**config.mk**
```make
export PLATFORM = sky130hd
export DESIGN_NAME = bcd_add_controller
export DESIGN_NICKNAME = d
export VERILOG_FILES = /design/src/rtl/bcd_add_controller.sv
export SDC_FILE = /design/constraint.sdc
export NUM_CORES = 1
export LEC_CHECK = 0
export BUFFER_PORTS_ARGS = -buffer_cell sky130_fd_sc_hd__buf_2
export CAP_MARGIN = 0
export CORE_ASPECT_RATIO = 0.5
export CORE_MARGIN = 4
export CORE_UTILIZATION = 50
export DETAILED_ROUTE_END_ITERATION = 16
export PLACE_DENSITY = 0.7
export SYNTH_ARGS = -nofsm -noshare
export SYNTH_HDL_FRONTEND = slang
export SYNTH_SLANG_ARGS = --single-unit
export TNS_END_PERCENT = 10
```
**constraint.sdc**
```tcl
create_clock -name CLK -period 2.5 [get_ports CLK]
set_input_delay 0.125 -clock CLK [delete_from_list [all_inputs] [get_ports CLK]]
set_output_delay 0.125 -clock CLK [all_outputs]
set_load 0.005 [all_outputs]
```
**src/rtl/bcd_add_controller.sv**
```systemverilog
// bcd_add_controller: initiator FSM for the bcd_add_datapath req/ack interface.
// Steps through LOAD_A, LOAD_B, DISP_A, DISP_B, DISP_LS, DISP_MS, using one
// four-phase handshake per step. A handshake half (REQ or REL) that stays
// stuck for TIMEOUT cycles moves the FSM to ERR.
// Optional feature macro: AUTO_RUN_EN. When it is defined, the display phases
// advance on their own after DWELL_CYCLES cycles instead of waiting for a step.
module bcd_add_controller #(
  parameter int TIMEOUT      = 256,
`ifdef AUTO_RUN_EN
  parameter int DWELL_CYCLES = 1000,
`endif
  parameter int CNT_W        = 16
) (
  input  logic       CLK,
  input  logic       RESET_N,
  input  logic       step,
  output logic       load_a,
  output logic       load_b,
  output logic       display_a,
  output logic       display_b,
  output logic       display_ls,
  output logic       display_ms,
  input  logic       load_a_ack,
  input  logic       load_b_ack,
  input  logic       display_a_ack,
  input  logic       display_b_ack,
  input  logic       display_ls_ack,
  input  logic       display_ms_ack,
  output logic [2:0] phase,
  output logic       busy,
  output logic       error
);

  typedef enum logic [2:0] {
    ST_IDLE  = 3'd0,
    ST_REQ   = 3'd1,
    ST_REL   = 3'd2,
    ST_DWELL = 3'd3,
    ST_ERR   = 3'd4
  } state_t;

  localparam logic [CNT_W-1:0] TMO_LAST = CNT_W'(TIMEOUT - 1);
`ifdef AUTO_RUN_EN
  localparam logic [CNT_W-1:0] DWELL_LAST = CNT_W'(DWELL_CYCLES - 1);
`endif

  // One-hot request pattern for a phase; bit order matches the ack vector.
  function automatic logic [5:0] phase_req(input logic [2:0] p);
    logic [5:0] r;
    case (p)
      3'd0:    r = 6'b000001;
      3'd1:    r = 6'b000010;
      3'd2:    r = 6'b000100;
      3'd3:    r = 6'b001000;
      3'd4:    r = 6'b010000;
      3'd5:    r = 6'b100000;
      default: r = 6'b000000;
    endcase
    return r;
  endfunction

  state_t           state_q, state_d;
  logic [2:0]       phase_q, phase_d;
  logic [CNT_W-1:0] tcnt_q, tcnt_d;
  logic [5:0]       req_q, req_d;
  logic             busy_q, busy_d;
  logic             error_q, error_d;
  logic             step_q;
`ifdef AUTO_RUN_EN
  logic [CNT_W-1:0] dcnt_q, dcnt_d;
`endif

  logic [5:0] ack_s;
  logic       ack_sel_s;
  logic       step_rise_s;
  logic       tmo_s;

  assign ack_s       = {display_ms_ack, display_ls_ack, display_b_ack,
                        display_a_ack, load_b_ack, load_a_ack};
  // Only the ack that belongs to the current phase takes part in the handshake.
  assign ack_sel_s   = |(ack_s & phase_req(phase_q));
  assign step_rise_s = step & ~step_q;
  assign tmo_s       = (tcnt_q == TMO_LAST);

  // Next-state logic: handshake sequencing, timeout and phase advance.
  always_comb begin
    state_d = state_q;
    phase_d = phase_q;
    tcnt_d  = tcnt_q;
    req_d   = req_q;
`ifdef AUTO_RUN_EN
    dcnt_d  = dcnt_q;
`endif
    case (state_q)
      ST_IDLE: begin
        if (step_rise_s) begin
          state_d = ST_REQ;
          tcnt_d  = {CNT_W{1'b0}};
          req_d   = phase_req(phase_q);
        end else begin
          req_d   = 6'b000000;
        end
      end
      ST_REQ: begin
        // A transition on the same edge as the timeout takes priority.
        if (ack_sel_s) begin
          state_d = ST_REL;
          tcnt_d  = {CNT_W{1'b0}};
          req_d   = 6'b000000;
        end else if (tmo_s) begin
          state_d = ST_ERR;
          req_d   = 6'b000000;
        end else begin
          tcnt_d  = tcnt_q + CNT_W'(1);
        end
      end
      ST_REL: begin
        if (!ack_sel_s) begin
          tcnt_d = {CNT_W{1'b0}};
          if (phase_q < 3'd2) begin
            phase_d = phase_q + 3'd1;
            state_d = ST_IDLE;
          end else begin
            state_d = ST_DWELL;
`ifdef AUTO_RUN_EN
            dcnt_d  = {CNT_W{1'b0}};
`endif
          end
        end else if (tmo_s) begin
          state_d = ST_ERR;
          req_d   = 6'b000000;
        end else begin
          tcnt_d  = tcnt_q + CNT_W'(1);
        end
      end
      ST_DWELL: begin
`ifdef AUTO_RUN_EN
        // Steps are ignored here; the dwell counter alone decides when to move on.
        if (dcnt_q == DWELL_LAST) begin
`else
        if (step_rise_s) begin
`endif
          if (phase_q == 3'd5) begin
            phase_d = 3'd0;
            state_d = ST_IDLE;
          end else begin
            phase_d = phase_q + 3'd1;
            state_d = ST_REQ;
            tcnt_d  = {CNT_W{1'b0}};
            req_d   = phase_req(phase_q + 3'd1);
          end
        end else begin
`ifdef AUTO_RUN_EN
          dcnt_d  = dcnt_q + CNT_W'(1);
`else
          state_d = ST_DWELL;
`endif
        end
      end
      ST_ERR: begin
        // Recovery needs every responder quiet, otherwise the FSM stays in ERR.
        if (step_rise_s && (ack_s == 6'b000000)) begin
          state_d = ST_IDLE;
          phase_d = 3'd0;
        end else begin
          req_d   = 6'b000000;
        end
      end
      default: begin
        state_d = ST_IDLE;
        phase_d = 3'd0;
        req_d   = 6'b000000;
      end
    endcase
    busy_d  = (state_d == ST_REQ) || (state_d == ST_REL);
    error_d = (state_d == ST_ERR);
  end

  // State and output registers; reset drops every request immediately.
  always_ff @(posedge CLK or negedge RESET_N) begin
    if (!RESET_N) begin
      state_q <= ST_IDLE;
      phase_q <= 3'd0;
      tcnt_q  <= {CNT_W{1'b0}};
      req_q   <= 6'b000000;
      busy_q  <= 1'b0;
      error_q <= 1'b0;
      step_q  <= 1'b0;
`ifdef AUTO_RUN_EN
      dcnt_q  <= {CNT_W{1'b0}};
`endif
    end else begin
      state_q <= state_d;
      phase_q <= phase_d;
      tcnt_q  <= tcnt_d;
      req_q   <= req_d;
      busy_q  <= busy_d;
      error_q <= error_d;
      step_q  <= step;
`ifdef AUTO_RUN_EN
      dcnt_q  <= dcnt_d;
`endif
    end
  end

  assign load_a     = req_q[0];
  assign load_b     = req_q[1];
  assign display_a  = req_q[2];
  assign display_b  = req_q[3];
  assign display_ls = req_q[4];
  assign display_ms = req_q[5];
  assign phase      = phase_q;
  assign busy       = busy_q;
  assign error      = error_q;

endmodule

```
After elaboration in Yosys (flattened, before gate mapping)
Cells that the tools add are included.
- output and inout port bits: 11
- word-level logic and storage cells: 84
- register bits after elaboration: 31
- input port bits: 9
- add/sub/neg operators: 2
- equality and inequality tests: 26
- reductions and logical operators: 12
- muxes and demuxes: 32
- bitwise gates (word level): 4
- order comparisons: 1
- operator list (kind ; number):
    2-to-1 mux 16 bit ; 6
    one-hot mux 6 bit (6 select lines) ; 2
    one-hot mux 16 bit (4 select lines) ; 1
    2-to-1 mux 6 bit ; 7
    2-to-1 mux 3 bit ; 11
    one-hot mux 6 bit (5 select lines) ; 1
    == test 3 x 2 -> 1 bit (second input constant) ; 7
    == test 3 bit (second input constant) ; 6
    adder 16 x 1 -> 16 bit (second input constant) ; 1
    == test 16 x 8 -> 1 bit (second input constant) ; 1
    != test 2 bit (second input constant) ; 8
    one-hot mux 3 bit (5 select lines) ; 1
    == test 3 x 1 -> 1 bit (second input constant) ; 4
    one-hot mux 3 bit (4 select lines) ; 1
    logical NOT 3 bit ; 3
    AND reduction 4 bit ; 2
    AND 6 bit ; 1
    logical NOT 6 bit ; 1
    OR reduction 6 bit ; 1
    AND reduction 5 bit ; 1
    nonzero test 4 bit ; 1
    adder 3 x 1 -> 3 bit (second input constant) ; 1
    < comparator 3 x 2 -> 1 bit (second input constant) ; 1
    2-to-1 mux 2 bit ; 1
    6 further kinds ; 7

Depth between registers and ports, before layout
- word-level depth: 8
- depth in mapped cells: 9
- gate-level depth less buffers: 7

Worst setup path before layout
No wires, ideal clock.
- path kind: register -> register
- start point: register phase_q[1], in the netlist phase[1]
- end point: register tcnt_q[10]
- cell stages (with the launch flop): 9
- arrival time: 2.186 ns
- library setup time: 0.132 ns
- buffers on the path: 1
- path slack: 0.182 ns
- period minus slack after synthesis: 2.318 ns
- data required time: 2.368 ns
- cell sequence: dfrtp_1 -> inv_1 -> ha_1 -> a22oi_1 -> mux2i_1 -> nor3_1 -> a211oi_1 -> clkbuf_1 -> nor2_1
- cells in the longest elaborated chain, start to end: 6
- elaborated cells between the ends (all ways): 14
- those cells by class: eq/ne (6); mux (4); bitwise (1); reduce/logical (3)
- ends and longest elaborated chain (what ; line ; source):
    start, declared ; 63 ; logic [2:0] phase_q, phase_d;
    start signal, assigned ; 194 ; phase_q <= phase_d;
    == test 3 bit (tied with other cells) ; 50, 143 ;
    one-hot mux 6 bit (6 select lines) ; 50 ; case (p)
    AND 6 bit ; 81 ; assign ack_sel_s = |(ack_s & phase_req(phase_q));
    OR reduction 6 bit ; 81 ;
    2-to-1 mux 16 bit (on tied branches) ; 118, 106 ;
    one-hot mux 16 bit (4 select lines) ; 94 ; case (state_q)
    end signal, assigned ; 184 ; tcnt_q <= {CNT_W{1'b0}};
    end signal, assigned ; 195 ; tcnt_q <= tcnt_d;
    end, declared ; 64 ; logic [CNT_W-1:0] tcnt_q, tcnt_d;
Parallel ways exist; a longest one is shown, timed or not.
A chain may end at the register's enable or synchronous reset.

Worst setup path in the final report
- start point: register tcnt_q[12]
- end point: register req_q[1]
- cells in the longest elaborated chain, start to end: 4
- elaborated cells between the ends (all ways): 5
- those cells by class: eq/ne (1); mux (4)
- ends and longest elaborated chain (what ; line ; source):
    == test 16 x 8 -> 1 bit * ; 83 ; assign tmo_s = (tcnt_q == TMO_LAST);
    2-to-1 mux 6 bit * ; n/a ;
    2-to-1 mux 6 bit (on tied branches) ; n/a ;
    one-hot mux 6 bit (5 select lines) * ; n/a ;
    end signal, assigned ; 196 ; req_q <= req_d;
    end, declared ; 65 ; logic [5:0] req_q, req_d;
Every way passes the cells marked *; elsewhere a longest branch is shown, timed or not. The select of a mux whose other input is x is not followed.

==> impl_metrics.env <==
export IMPL_hpwl_um=3030
export IMPL_post_drt_wl_per_cell_um=15.4
export IMPL_die_y_um=51.9
export IMPL_area_growth_pct=15.9
export IMPL_wl_met2_um=2060
export IMPL_fin_area_um2=2230
export IMPL_crit_arrival_ps=2530
export IMPL_clk_path_buf_depth=2
export IMPL_path_cells="or4_4 > nor4_4 > nor2_1 > a221o_1 > a22o_1"
export IMPL_grt_setup_unrepaired="no"
export IMPL_portBuffers=19
export IMPL_cts_tree="yes"
export IMPL_final_cell_mix="dfrtp_1 (31), nor2_1 (25), buf_2 (19)"
export IMPL_yosysSeqAreaShare_pct=40.3
export IMPL_crit_buf_inv=0
export IMPL_antenna_found_initial=0
export IMPL_grt_use_total_pct=20.1
export IMPL_placed_area_um2=2130
export IMPL_grt_remaining_overflow=0
export IMPL_required_ps=2670
export IMPL_setup_violations=0
export IMPL_combPwrFrac_pct=45.6
export IMPL_clock_sink_count=31
export IMPL_switching_share_pct=40.4
export IMPL_syn_area_um2=1930
export IMPL_tightest_slew_ps=696
export IMPL_ys_seq_elements=31
export IMPL_peakVddDrop_v=0.000328
export IMPL_hold_violations=0
export IMPL_m1WireLength_um=1980
export IMPL_syn_avg_cell_area_um2=9.59
export IMPL_antenna_left=0
export IMPL_critPathCaptureType="flop"
export IMPL_grt_pass1_wl_um=7510
export IMPL_synthAdderAreaFrac_pct=6.49
export IMPL_fin_nets=250
export IMPL_cts_setup_buffers=0
export IMPL_syn_inst=201
export IMPL_antenna_cells=0
export IMPL_max_freq_mhz=424
export IMPL_nFillCells=293
export IMPL_start_kind="flop"
export IMPL_synth_xor_xnor_area_share_pct=7.27
export IMPL_grt_max_degree=32
export IMPL_placed_cells=273
export IMPL_drt_iter0_drc=106
export IMPL_fin_crit_ps=2360
export IMPL_finalMaxSlewViolations=0
export IMPL_period_share_pct=94.4
export IMPL_clock_latency_ps=290
export IMPL_ios=20
export IMPL_final_cells=282
export IMPL_syn_num_nets=220
export IMPL_numCtsBuffers=5
export IMPL_powerDensity_nw_per_um2=851
export IMPL_critPathTopFamily="simple AND/OR/NAND/NOR gates"
export IMPL_clkTransAtPathRegs_ps=70
export IMPL_slowest_stage="or4_4"
export IMPL_fin_ws_ps=141
export IMPL_cts_root_buf="clkbuf_8"
export IMPL_rows=15
export IMPL_die_area_um2=4970
export IMPL_max_slew_margin_rel_pct=53.6
export IMPL_drtPass1Iterations=4
export IMPL_topRoutingLayerUsed="met4"
export IMPL_outcome="finished clean"
export IMPL_grt_pass1_vias=1626
export IMPL_yosys_mux_area_fraction_pct=3.38
export IMPL_place_worst_setup_slack_ps=189
export IMPL_hold_path_class="input pin to flop"
export IMPL_routabilityCongestion=0.920
export IMPL_synthFlopType="dfrtp_1"
export IMPL_maxCapViolCount=0
export IMPL_die_x_um=95.8
export IMPL_pwr_share_seq_pct=33.0
export IMPL_synth_edf_count=0
export IMPL_via_per_inst=5.88
export IMPL_pwr_share_clk_pct=21.4
export IMPL_dr_total_vias=1657
export IMPL_setup_tns_final_ps=0
export IMPL_p_int_mw=1.13
export IMPL_synth_simple_area_share_pct=22.9
export IMPL_ctsResizeCount=0
export IMPL_layout_commonest_cell="dfrtp_1"
export IMPL_leakage_nw=0.962
export IMPL_htree_levels=2
export IMPL_fin_worst_skew_ps=7.50
export IMPL_ys_warn_count=0
export IMPL_criticalPathCategory="flop to flop"
export IMPL_synth_compound_area_share_pct=16.1
export IMPL_power_switching_uw=768
export IMPL_finalWirelength_um=4340
export IMPL_synth_top_family_by_area="simple AND/OR/NAND/NOR gates"
export IMPL_coreArea_um2=3570
export IMPL_slowest_delay_ps=580
export IMPL_initial_utilization_pct=54.0
export IMPL_wl_met3_um=280
export IMPL_crit_fanout=6
export IMPL_drc_errors=0
export IMPL_drive_gt1_share_pct=19.9
export IMPL_async_flop_share_pct=100
export IMPL_yosys_cell_types_count=44
==> worst min-delay path, cell delays in order <==
cell     delay [ps]
buf_2            90
nor2_1           40
nand3_1         130
nand3_1         120
o31ai_1          90
==> final timing paths <==
kind | slack [ps] | endpoint | startpoint | cells past startpoint
min in group asynchronous | 420 | tcnt_q[11] | RESET_N | 2
hold / removal | 330 | state_q[2] | load_a_ack | 5
max in group asynchronous | 1630 | tcnt_q[5] | RESET_N | 2
hold reg to reg | 490 | req_q[4] | req_q[4] | 1
setup / recovery | 140 | req_q[1] | tcnt_q[12] | 5
setup reg to reg | 140 | req_q[1] | tcnt_q[12] | 5
==> power groups by stage <==
stage / Combinational, mW / Clock [mW] / Sequential [mW]
floorplan: 0.583 / 0 / 0.637
finish: 0.866 / 0.406 / 0.628
global placement: 0.837 / 0 / 0.632
CTS: 0.861 / 0.414 / 0.628
detailed placement: 0.851 / 0 / 0.637
global route: 0.962 / 0.445 / 0.637
==> state kept, by name, indices dropped and copies added, names as in the netlist <==
name	flops
state_q	3
step_q	1
tcnt_q	16
phase	3
req_q	6
error	1
busy	1
==> layout make-up <==
class | count | area (um2) | share of cell area, %
Inverter | 7 | 26.3 | 1.18
Timing Repair Buffer | 32 | 198 | 8.85
Clock buffer | 6 | 82.6 | 3.70
Clock inverter | 1 | 5.00 | 0.224
Multi-Input combinational cell | 154 | 1080 | 48.5
Tap cell | 51 | 63.8 | 2.86
Sequential cell | 31 | 776 | 34.7
==> what timing repair did <==
| item | in CTS | in global routing |
|---|---|---|
| hold endpoints to repair | 32 | 0 |
| hold buffers | 2 | 0 |
| setup endpoints to repair | 0 | 0 |
==> cell families after synthesis <==
kind of cell / after synthesis
buffers and inverters: 16
xor gates and xnor gates: 16
DFF: 31
and+or+nand+nor: 80
muxes: 6
adders and majority gates: 10
AOI/OAI and AO/OA: 42
==> cell usage after synthesis, drive strengths merged, types with 2 or more instances <==
cell	count	share of area (%)
a21oi	8	2.1
a22o	7	3.2
a22oi	3	1.2
a32o	4	2.1
a41oi	2	0.91
buf	2	0.84
clkbuf	7	1.4
dfrtp	31	40
ha	10	6.5
inv	7	1.4
mux2	4	2.3
mux2i	2	1.0
nand2	11	2.1
nand2b	2	0.65
nand3	6	1.6
nand3b	4	1.6
nand4	4	1.3
nor2	25	4.9
nor3	4	1.0
nor3b	3	1.2
nor4	10	4.0
nor4b	2	0.91
o21ai	7	1.8
o22ai	2	0.97
o31ai	3	1.2
or4	4	1.9
xnor2	15	6.8
==> metrics by stage <==
step	utilization, %	power, mW	hold slack [ps]
after floorplan	-	1.22	-171
after global placement	59.6	1.47	209
after detailed placement	59.6	1.49	219
after CTS	62.6	1.90	332
after global routing	62.6	2.04	378
final	62.6	1.90	334
==> routing by layer <==
layer  GRT usage (%)  vias up
met4            6.84        0
met5               0        -
met2            32.5       64
met3            6.36        2
met1            25.6      787
li1                -      804
No activity file was read; power rests on OpenSTA's default activity.
